**config.mk**
```make
export PLATFORM = sky130hd
export DESIGN_NAME = pong_sync_counters
export DESIGN_NICKNAME = d
export VERILOG_FILES = /design/src/rtl/pong_sync_counters.sv
export SDC_FILE = /design/constraint.sdc
export NUM_CORES = 1
export LEC_CHECK = 0
export ABC_AREA = 1
export BUFFER_PORTS_ARGS = -buffer_cell sky130_fd_sc_hd__buf_2
export CAP_MARGIN = 20
export CORE_MARGIN = 1.5
export CORE_UTILIZATION = 35
export CTS_CLUSTER_DIAMETER = 120
export DETAILED_ROUTE_END_ITERATION = 8
export MAX_ROUTING_LAYER = met4
export SLEW_MARGIN = 20
export SYNTH_ARGS = -nofsm -noshare
export SYNTH_HDL_FRONTEND = slang
export SYNTH_SLANG_ARGS = --single-unit
```
**constraint.sdc**
```tcl
create_clock -name mclk -period 2.1 [get_ports mclk]
set_clock_uncertainty 0.2 [all_clocks]
set_input_delay 0 -clock mclk [delete_from_list [all_inputs] [get_ports mclk]]
set_output_delay 0 -clock mclk [all_outputs]
set_load 0.02 [all_outputs]
```
**src/rtl/pong_sync_counters.sv**
```systemverilog
// -----------------------------------------------------------------------------
// pong_sync_counters
//
// Purpose:
//   Free-running horizontal and vertical video counters for the Pong timing
//   chain. The pixel-clock enable advances the horizontal counter. Each line
//   has H_TOTAL states. The vertical counter advances once per line, and each
//   frame has V_TOTAL lines. The line strobe (hreset) and frame strobe (vreset)
//   are registered. Each strobe is high for the whole last state of its
//   counter. frame_odd toggles on every frame wrap.
//
// Parameters:
//   H_TOTAL   horizontal states per line (2..512, default 455)
//   V_TOTAL   lines per frame            (2..512, default 262)
//
// Ports:
//   mclk       in   master clock, rising edge
//   _reset     in   asynchronous active-low reset
//   clk_en     in   pixel-clock enable; state advances only when high
//   h[8:0]     out  horizontal count (bit n = h(2^n))
//   v[8:0]     out  vertical count   (bit n = v(2^n))
//   hreset     out  high while h == H_TOTAL-1
//   vreset     out  high while v == V_TOTAL-1
//   frame_odd  out  toggles at every frame wrap
// -----------------------------------------------------------------------------
module pong_sync_counters #(
  parameter int H_TOTAL = 455,
  parameter int V_TOTAL = 262
) (
  input  logic       mclk,
  input  logic       _reset,
  input  logic       clk_en,
  output logic [8:0] h,
  output logic [8:0] v,
  output logic       hreset,
  output logic       vreset,
  output logic       frame_odd
);

  localparam logic [8:0] H_LAST = 9'(H_TOTAL - 1);
  localparam logic [8:0] V_LAST = 9'(V_TOTAL - 1);

  logic [8:0] h_q, h_d;
  logic [8:0] v_q, v_d;
  logic       hreset_q, hreset_d;
  logic       vreset_q, vreset_d;
  logic       frame_odd_q, frame_odd_d;
  logic       h_wrap;

  // A '>=' test is used instead of '=='. This lets a corrupted out-of-range
  // count fall back to 0 on the next advance instead of running on to 511.
  always_comb begin
    h_wrap      = (h_q >= H_LAST);
    h_d         = h_wrap ? 9'd0 : h_q + 9'd1;
    v_d         = v_q;
    frame_odd_d = frame_odd_q;
    if (h_wrap) begin
      if (v_q >= V_LAST) begin
        v_d         = 9'd0;
        frame_odd_d = ~frame_odd_q;
      end else begin
        v_d = v_q + 9'd1;
      end
    end
    // The strobes decode the next count, so they line up with the count
    // register and add no latency.
    hreset_d = (h_d == H_LAST);
    vreset_d = (v_d == V_LAST);
  end

  always_ff @(posedge mclk or negedge _reset) begin
    if (!_reset) begin
      h_q         <= 9'd0;
      v_q         <= 9'd0;
      hreset_q    <= 1'b0;
      vreset_q    <= 1'b0;
      frame_odd_q <= 1'b0;
    end else if (clk_en) begin
      h_q         <= h_d;
      v_q         <= v_d;
      hreset_q    <= hreset_d;
      vreset_q    <= vreset_d;
      frame_odd_q <= frame_odd_d;
    end
  end

  assign h         = h_q;
  assign v         = v_q;
  assign hreset    = hreset_q;
  assign vreset    = vreset_q;
  assign frame_odd = frame_odd_q;

endmodule

```
==> results of run 1 <==
-- through the flow --
step | hold WS, ps | std cells | utilization, % | worst slack [ps]
floorplan | -495.6 | 208 | - | 144.1
global placement | -210.0 | 276 | 41.77 | 169.8
detailed placement | -212.9 | 276 | 41.77 | 73.84
CTS | 30.90 | 282 | 43.60 | 57.60
global route | 72.78 | 286 | 44.76 | 10.80
finish | 21.57 | 286 | 44.76 | 171.0
-- flip-flops by register name (all words and copies together), names as in the netlist --
register and cells:
vreset 1, h 9, v 9, frame_odd 1, hreset 1
-- cell usage in the layout, fill, tap and decap left out --
cell type / netlist / final
nand2_2: 4 / 3
dlygate4sd3_1: 0 / 2
ha_1: 4 / 4
nand3b_1: 2 / 2
nor2_1: 22 / 22
buf_4: 0 / 5
nand2_1: 65 / 65
o21ai_0: 17 / 17
buf_2: 1 / 23
nand3_2: 2 / 3
clkbuf_8: 0 / 3
nand2_4: 0 / 1
o31ai_1: 1 / 1
a21oi_1: 2 / 2
nor3_1: 2 / 2
xnor2_1: 1 / 1
o22ai_1: 2 / 2
nand4_1: 2 / 2
xor2_1: 3 / 3
dfrtp_1: 21 / 21
nor2_4: 1 / 2
nand3_1: 22 / 21
inv_1: 29 / 29
clkinvlp_4: 0 / 1
nor2_8: 1 / 1
-- kinds of logic after synthesis --
kind of cell	Yosys count	share of synthesized area, %
compound gates	22	8.149
xor+xnor	4	2.481
fa+ha+maj	4	3.543
buf+inv	34	9.654
flops	21	37.20
simple gates	123	38.97
-- report_power, final --
part           switching (uW)  leakage (uW)  total (uW)  internal, uW
clock                     150     0.0000217         284           134
sequential                131      0.000275         621           491
combinational             492      0.000632         745           253
-- routing by layer --
metal,track usage (%),wire length [um],share of wire (%),vias up
met5,-,0,0,-
met4,6.122,27,0.79,0
met3,2.196,111,3.2,2
met2,24.38,1464,43,24
met1,25.80,1826,53,623
li1,-,-,-,722
-- worst register-to-register path: stages, from the launching register on --
cell and delay [ps]:
dfrtp_1 430, nand3_1 310, inv_1 250, nand2_4 120, nor2_1 100, nand2_1 50
nand2_1 100, nand3_1 80, nor2_1 110, nand3_1 70, nand2_1 50
-- what timing repair did --
action / CTS / global route
hold endpoints to repair: 31 / 0
hold buffers: 2 / 0
buffers inserted: 0 / 3
endpoints found under the setup margin: 0 / 6
resized for setup: 0 / 2
-- final timing paths --
kind / endpoint / slack (ps)
setup / recovery: vreset / 170
hold / removal: hreset / 20
setup reg to reg: vreset / 170
hold reg to reg: frame_odd / 270
max in group asynchronous: v[6] / 1360
min in group mclk: frame_odd / 270
-- area by class of cell --
cell class	instances	share of cell area, %
clock inverter	1	0.4448
multi-input combinational	154	45.74
inverter	29	6.449
sequential	21	31.13
tap	48	3.558
clock buffer	3	2.446
timing repair buffer	30	10.23
==> out/metrics.csv, run 1 <==
metric,value,unit
Worst-Skew Late Latency,260,ps
Cell Rows,22,
final setup fails,0,
CP peak stage delay,430,ps
Worst Path Required,2110,ps
global-route wire length before repair,5685,um
most instantiated cells after synthesis,"nand2_1 (65), inv_1 (29), nand3_1 (22), nor2_1 (22), dfrtp_1 (21)",
die extent in x,66.53,um
max cap viols,0,
reg2reg path depth,10,
CP Buf/Inv Count,1,
Bufs on Longest Clock Path,2,
"count leader, synth",nand2_1,
Final Power,1651,uW
Multi-input gate area,772.0,um^2
WP data arrival,1930,ps
GRT overflow,0,
Ys Warns,0,
Crit. End Element,flip-flop,
DRC,0,
Avg WL per Cell,11.99,um
Top Ports,24,
worst r2r src,h[6],
Vias/cell,4.794,
post-route cell area,1688,um^2
final count of hold timing violations,0,
Peak supply drop,0.0004518,V
Post-DRT Antenna Nets,0,
post-route setup TNS,0,ps
P_leak,0.0009279,uW
Starting Density,37.46,%
CP Depth,10,
die span in y,66.53,um
DP HPWL,2468,um
CP max FO,9,
sequential-to-total area share from yosys stat,37.20,%
Core ar.,3771,um^2
Filler Cell Count,393,
GRT Util Overall,17.42,%
initial DRC count,31,
largest net degree at the start of global routing,22,
Crit. Startpoint,h[6],
period utilization,91.86,%
"EDFF count, synth",0,
PortBufs,23,
Worst Setup Start Kind,flip-flop,
"area leader, netlist",dfrtp_1,
"Clk pin slew, worst setup/hold paths",90,ps
mapped cell area,1413,um^2
post-synthesis register bit count,21,
slew margin rel.,60.32,%
syn nets,215,
DIE AREA,4426,um^2
initial antenna violation count,0,
Yosys cell types,22,
top_reg_cell synth,dfrtp_1,
PwrDens,978.1,nW/um^2
Crit path max-delay family,simple AND/OR/NAND/NOR gates,
top cell type's share of synthesized area,37.20,%
"slowest stage cell, crit path",dfrtp_1,
CTS tree,yes,
number of global-route vias before repair,1218,
layout cells sized above 1,17.65,%
outcome,completed,
Max Slew Vio Count,0,
H-tree depth,1,
TritonCTS Buffers,3,
fmax,518.4,MHz
Tmin final,1929,ps
Sequential Area,525.5,um^2
dpl cell area,1575,um^2
via count,1371,
syn avg cell area,6.791,um^2
RSZ-0062 raised after global routing,false,
Area Overhead vs Synth,19.49,%
routability congestion estimate,0.8684,
worst setup path class,reg2reg,
routed wire length,3430,um
crit path cell chain,nand3_1 -> inv_1 -> nand2_4 -> nor2_1 -> nand2_1 -> nand2_1 -> nand3_1 -> nor2_1 -> nand3_1 -> nand2_1,
largest cells by area after synthesis,"dfrtp_1 (37%), nand2_1 (17%), nand3_1 (7.8%)",
post-synthesis async set-or-reset flop share,100.0,%
Slew @ Worst Pin,594.5,ps
ant diodes,0,
Root Buffer,clkbuf_8,
NumNets Final,246,
First-pass DRT Iterations,5,
Mapped Cells,208,
clk sink count,21,
Min-Delay Path Class,in2async,
Note: power is estimated with default switching activity, not from simulation.
==> run 2: changes to the inputs <==
CELL_PAD_IN_SITES_DETAIL_PLACEMENT = 2   (was default)
CELL_PAD_IN_SITES_GLOBAL_PLACEMENT = 2   (was default)
CORE_UTILIZATION = 30   (was 35)
PLACE_DENSITY_LB_ADDON = 0.1   (was default)
==> run 2 against run 1 <==
Register-to-register slack worse by 120 ps. Clock power hardly changed. Final cell count is 5.2% higher. First-iteration DRC count is 58% higher. Sequential power is 2% higher. Die area is 16% higher. Via count is 11% higher. Non-clock buffer count is 10 higher. Sequential share of layout area is 2.7 points lower. Critical path depth is 1 higher.
==> out/metrics.csv, run 2 (same netlist as run 1, synthesis figures left out) <==
metric,value,unit
outcome,completed,
PwrDens,985.4,nW/um^2
Clk network pwr share,15.6,%
Cell Rows,24,
GRT Util Overall,20.74,%
largest net degree at the start of global routing,22,
Flop pwr share,34.7,%
reg2reg path depth,11,
WP data arrival,2060,ps
dpl cells,283,
Top Ports,24,
Vias/cell,5.043,
combinational share of power,49.7,%
layout cells sized above 1,28.51,%
Max Slew Vio Count,0,
crit path cell chain,ha_2 -> nand2_2 -> nand2_4 -> nor2_4 -> nor2_8 -> buf_4 -> nor2_4 -> nand2_2 -> nor3_2 -> nand3_1 -> nand2_1,
CP peak stage delay,440,ps
Multi-input gate area,860.8,um^2
Avg WL per Cell,18.21,um
Finished Layout Cells,301,
Starting Density,31.78,%
initial antenna violation count,0,
Post-DRT Antenna Nets,0,
worst r2r src,h[1],
First-pass DRT Iterations,6,
ant diodes,0,
TritonCTS Buffers,3,
GRT overflow,0,
Slew @ Worst Pin,542.4,ps
routed wire length,5480,um
DRC,0,
"Clk pin slew, worst setup/hold paths",90,ps
Core ar.,4444,um^2
Worst Path Required,2110,ps
routability congestion estimate,0.8421,
CP max FO,5,
Bufs on Longest Clock Path,2,
Net Sw Power,895.4,uW
Sequential Area,529.3,um^2
DP HPWL,3693,um
Filler Cell Count,545,
capture point of the worst path,hreset,
slew margin rel.,63.84,%
Peak supply drop,0.0003863,V
max cap viols,0,
NumNets Final,257,
"slowest stage cell, crit path",dfrtp_2,
period utilization,97.59,%
"commonest non-fill, non-tap cell in the layout",nand2_1,
CTS tree,yes,
die span in y,71.62,um
most frequent cells in the layout,"nand2_1 (61), inv_1 (28), buf_2 (23)",
internal power,938.0,uW
Worst Setup Start Kind,flip-flop,
Worst-Skew Late Latency,270,ps
via count,1518,
final count of hold timing violations,0,
worst setup path class,reg2reg,
r2r endpoint,hreset,
Crit. End Element,flip-flop,
Crit. Startpoint,h[1],
Final Power,1833,uW
initial DRC count,49,
DIE AREA,5129,um^2
Root Buffer,clkbuf_8,
number of global-route vias before repair,1578,
clk sink count,21,
Tmin final,2049,ps
Min-Delay Path Class,in2async,
switching share of power,48.84,%
Area Overhead vs Synth,31.71,%
flop-to-flop setup slack,50,ps
die extent in x,71.62,um
final setup fails,0,
H-tree depth,1,
PortBufs,23,
P_leak,0.0009785,uW
fmax,487.9,MHz
global-route wire length before repair,7941,um
run 2: routing by layer:
layer / part of all wire [%] / global-route usage (%) / vias to the layer above
met1: 49 / 29.00 / 749
met3: 3.3 / 3.516 / 2
met2: 48 / 32.30 / 27
met5: 0 / - / -
li1: - / - / 740
met4: 0.31 / 3.145 / 0
run 2: cell type report:
cell class | instances | area share, %
multi-input cells | 155 | 46.27
flip-flops and latches | 21 | 28.45
repair buffers | 40 | 13.32
inverters | 29 | 5.851
well taps | 52 | 3.497
clock buffers | 3 | 2.219
clock inverters | 1 | 0.4035
run 2: stage by stage:
| step | hold slack [ps] | TNS, ps | cell area (um^2) | setup WS, ps | utilization (%) |
|---|---|---|---|---|---|
| after detailed placement | -189.2 | 0 | 1603 | 4.350 | 36.06 |
| after global routing | 73.06 | -115.4 | 1861 | -78.06 | 41.86 |
| after global placement | -198.7 | 0 | 1603 | 126.5 | 36.06 |
| after CTS | 42.14 | 0 | 1677 | 72.78 | 37.73 |
| after floorplan | -495.6 | 0 | 1413 | 144.1 | - |
| final | 42.12 | 0 | 1861 | 50.56 | 41.86 |
run 2: worst max-delay path: cells and delay by family, from the launching register on:
| kind | cells | cell delay [ps] |
|---|---|---|
| simple gates | 9 | 990 |
| flops | 1 | 440 |
| fa+ha+maj | 1 | 190 |
| buf+inv | 1 | 160 |
run 2: power groups by stage:
stage               Sequential [uW]  Combinational [uW]  Clock [uW]
detailed placement              631                 750           0
CTS                             624                 761         298
global route                    657                 997         314
finish                          636                 910         287
floorplan                       716                 398           0
global placement                621                 732           0
run 2: worst min path at each step:
stage	startpoint	endpoint	slack [ps]	cells past startpoint
floorplan	_reset	frame_odd	-500	0
global placement	_reset	h[0]	-200	1
detailed placement	_reset	h[0]	-190	1
CTS	_reset	v[8]	40	2
global route	_reset	h[0]	70	2
finish	_reset	h[0]	40	2
run 2: repair_timing:
item | CTS | global route
endpoints found under the setup margin | 1 | 5
hold buffers | 2 | 0
pin swaps | 0 | 10
setup buffers | 0 | 10
cloned | 0 | 2
gates resized for setup | 1 | 26
hold endpoints to repair | 26 | 0
==> run 3: changes to the inputs <==
HOLD_SLACK_MARGIN = 0.06   (was default)
PLACE_DENSITY_LB_ADDON = 0.08   (was 0.1)
==> run 3 against run 2 <==
Count of clock-buffer cells in the layout did not move. Clock power about the same. Largest cell class unchanged. Total power fell by 4.4%. Non-clock buffer count decreased by 5. Critical path depth up 2. The flow now finishes with violations (design-rule violations). Wire length shrank 8.6%. Sequential share of layout area is 1.7 points higher. Largest power group unchanged. Global-route usage shrank 0.52 points. Core utilization is 2.3 points lower.
==> out/metrics.csv, run 3 (same netlist as run 1, synthesis figures left out) <==
metric,value,unit
final setup fails,0,
Min-Delay Path Class,in2async,
Crit. End Element,flip-flop,
Filler Cell Count,566,
flop-to-flop setup slack,120,ps
initial antenna violation count,0,
final core utilization,39.53,%
via count,1471,
violated checks,design-rule violations,
Top Ports,24,
PortBufs,23,
fmax,504.0,MHz
max cap viols,0,
Starting Density,31.78,%
hold slack final,47.52,ps
P_leak,0.0009551,uW
DRC,1,
First-pass DRT Iterations,9,
H-tree depth,1,
"commonest non-fill, non-tap cell in the layout",nand2_1,
"slowest stage cell, crit path",dfrtp_1,
reg2reg path depth,13,
Sequential Area,529.3,um^2
Tmin final,1984,ps
slew margin rel.,63.61,%
DP HPWL,3664,um
layout cells sized above 1,22.63,%
PwrDens,997.5,nW/um^2
Vias/cell,4.986,
die extent in x,71.62,um
GRT overflow,0,
global-route wire length before repair,7810,um
Worst Setup Start Kind,flip-flop,
GRT Util Overall,20.22,%
CP max FO,7,
Root Buffer,clkbuf_8,
Avg WL per Cell,16.97,um
routed wire length,5006,um
most frequent cells in the layout,"nand2_1 (63), inv_1 (29), buf_2 (23), nor2_1 (21), nand3_1 (19)",
final count of hold timing violations,0,
"Clk pin slew, worst setup/hold paths",90,ps
CTS tree,yes,
Peak supply drop,0.0003381,V
initial DRC count,48,
clk sink count,21,
Area Overhead vs Synth,24.36,%
worst setup path class,reg2reg,
ant diodes,0,
Worst-Skew Late Latency,270,ps
TritonCTS Buffers,3,
die span in y,71.62,um
Core ar.,4444,um^2
r2r endpoint,vreset,
Max Slew Vio Count,0,
Worst Path Required,2110,ps
crit path cell chain,inv_1 -> ha_1 -> nand2_1 -> nand2_2 -> nor2_4 -> nor2_8 -> buf_4 -> nand3_1 -> nand3_1 -> nand2_1 -> nor2_1 -> nand3_1 -> nand2_1,
Cell Rows,24,
Multi-input gate area,797.0,um^2
Post-DRT Antenna Nets,0,
worst r2r src,h[0],
DIE AREA,5129,um^2
outcome,finished with violations,
number of global-route vias before repair,1529,
largest net degree at the start of global routing,22,
Slew @ Worst Pin,545.8,ps
CP peak stage delay,390,ps
period utilization,94.49,%
post-route setup TNS,0,ps
NumNets Final,251,
WP data arrival,2000,ps
Bufs on Longest Clock Path,2,
routability congestion estimate,0.8441,
## run 3: changes by cell type in the layout (fill, tap and decap cells not counted), moves of 2 or more
| cell | previous run | this run |
|---|---|---|
| nor2_4 | 5 | 2 |
| ha_1 | 2 | 4 |
| nand2_1 | 61 | 63 |
| buf_4 | 15 | 10 |
| nor2_1 | 18 | 21 |
## run 3: cell type report
class,instances,area share [%]
sequential,21,30.13
tap,52,3.704
multi-input combinational,154,45.37
inverter,29,6.197
clock buffer,3,2.350
timing repair buffer,35,11.97
clock inverter,1,0.2849
## run 3: what timing repair did
item	CTS	global route
endpoints found under the hold margin	33	0
setup buffers	0	5
setup endpoints to repair	1	3
gates cloned	0	1
hold buffers	2	0
pin swaps	0	2
gates resized for setup	1	11
## run 3: per-stage QoR
stage          area (um^2)  std cells  power [uW]  setup WS (ps)
2_1_floorplan         1413        208        1114          144.1
3_3_place_gp          1603        283        1351          142.2
3_5_place_dp          1603        283        1389          46.16
4_1_cts               1674        289        1695          59.09
5_1_grt               1757        295        1888         -22.17
6_report              1757        295        1752          115.8
## run 3: power by group
group | switching, uW | leakage (uW) | internal, uW
clock | 151 | 0.0000255 | 133
combinational | 556 | 0.000659 | 284
sequential | 135 | 0.000270 | 494
## run 3: metal layers
layer  wire length [um]  up-vias  share of wire [%]  GRT usage (%)
li1                   -      722                  -              -
met1               2554      724                 51          29.00
met2               2296       19                 46          30.14
met3                 82        6                1.6          2.532
met4                 72        0                1.4          5.451
met5                  0        -                  0              -
## run 3: worst max-delay path, delay by kind of cell (launching register included)
kind | cells | cell delay, ps
and+or+nand+nor | 10 | 910
adders and majority gates | 1 | 170
DFF | 1 | 390
buffers and inverters | 2 | 240
## run 3: worst max path at each step
stage | from | to | cells after the start
finish | h[0] | vreset | 13
global placement | v[1] | vreset | 13
CTS | v[1] | vreset | 13
detailed placement | h[1] | vreset | 12
global route | h[0] | vreset | 13
floorplan | h[0] | hreset | 12
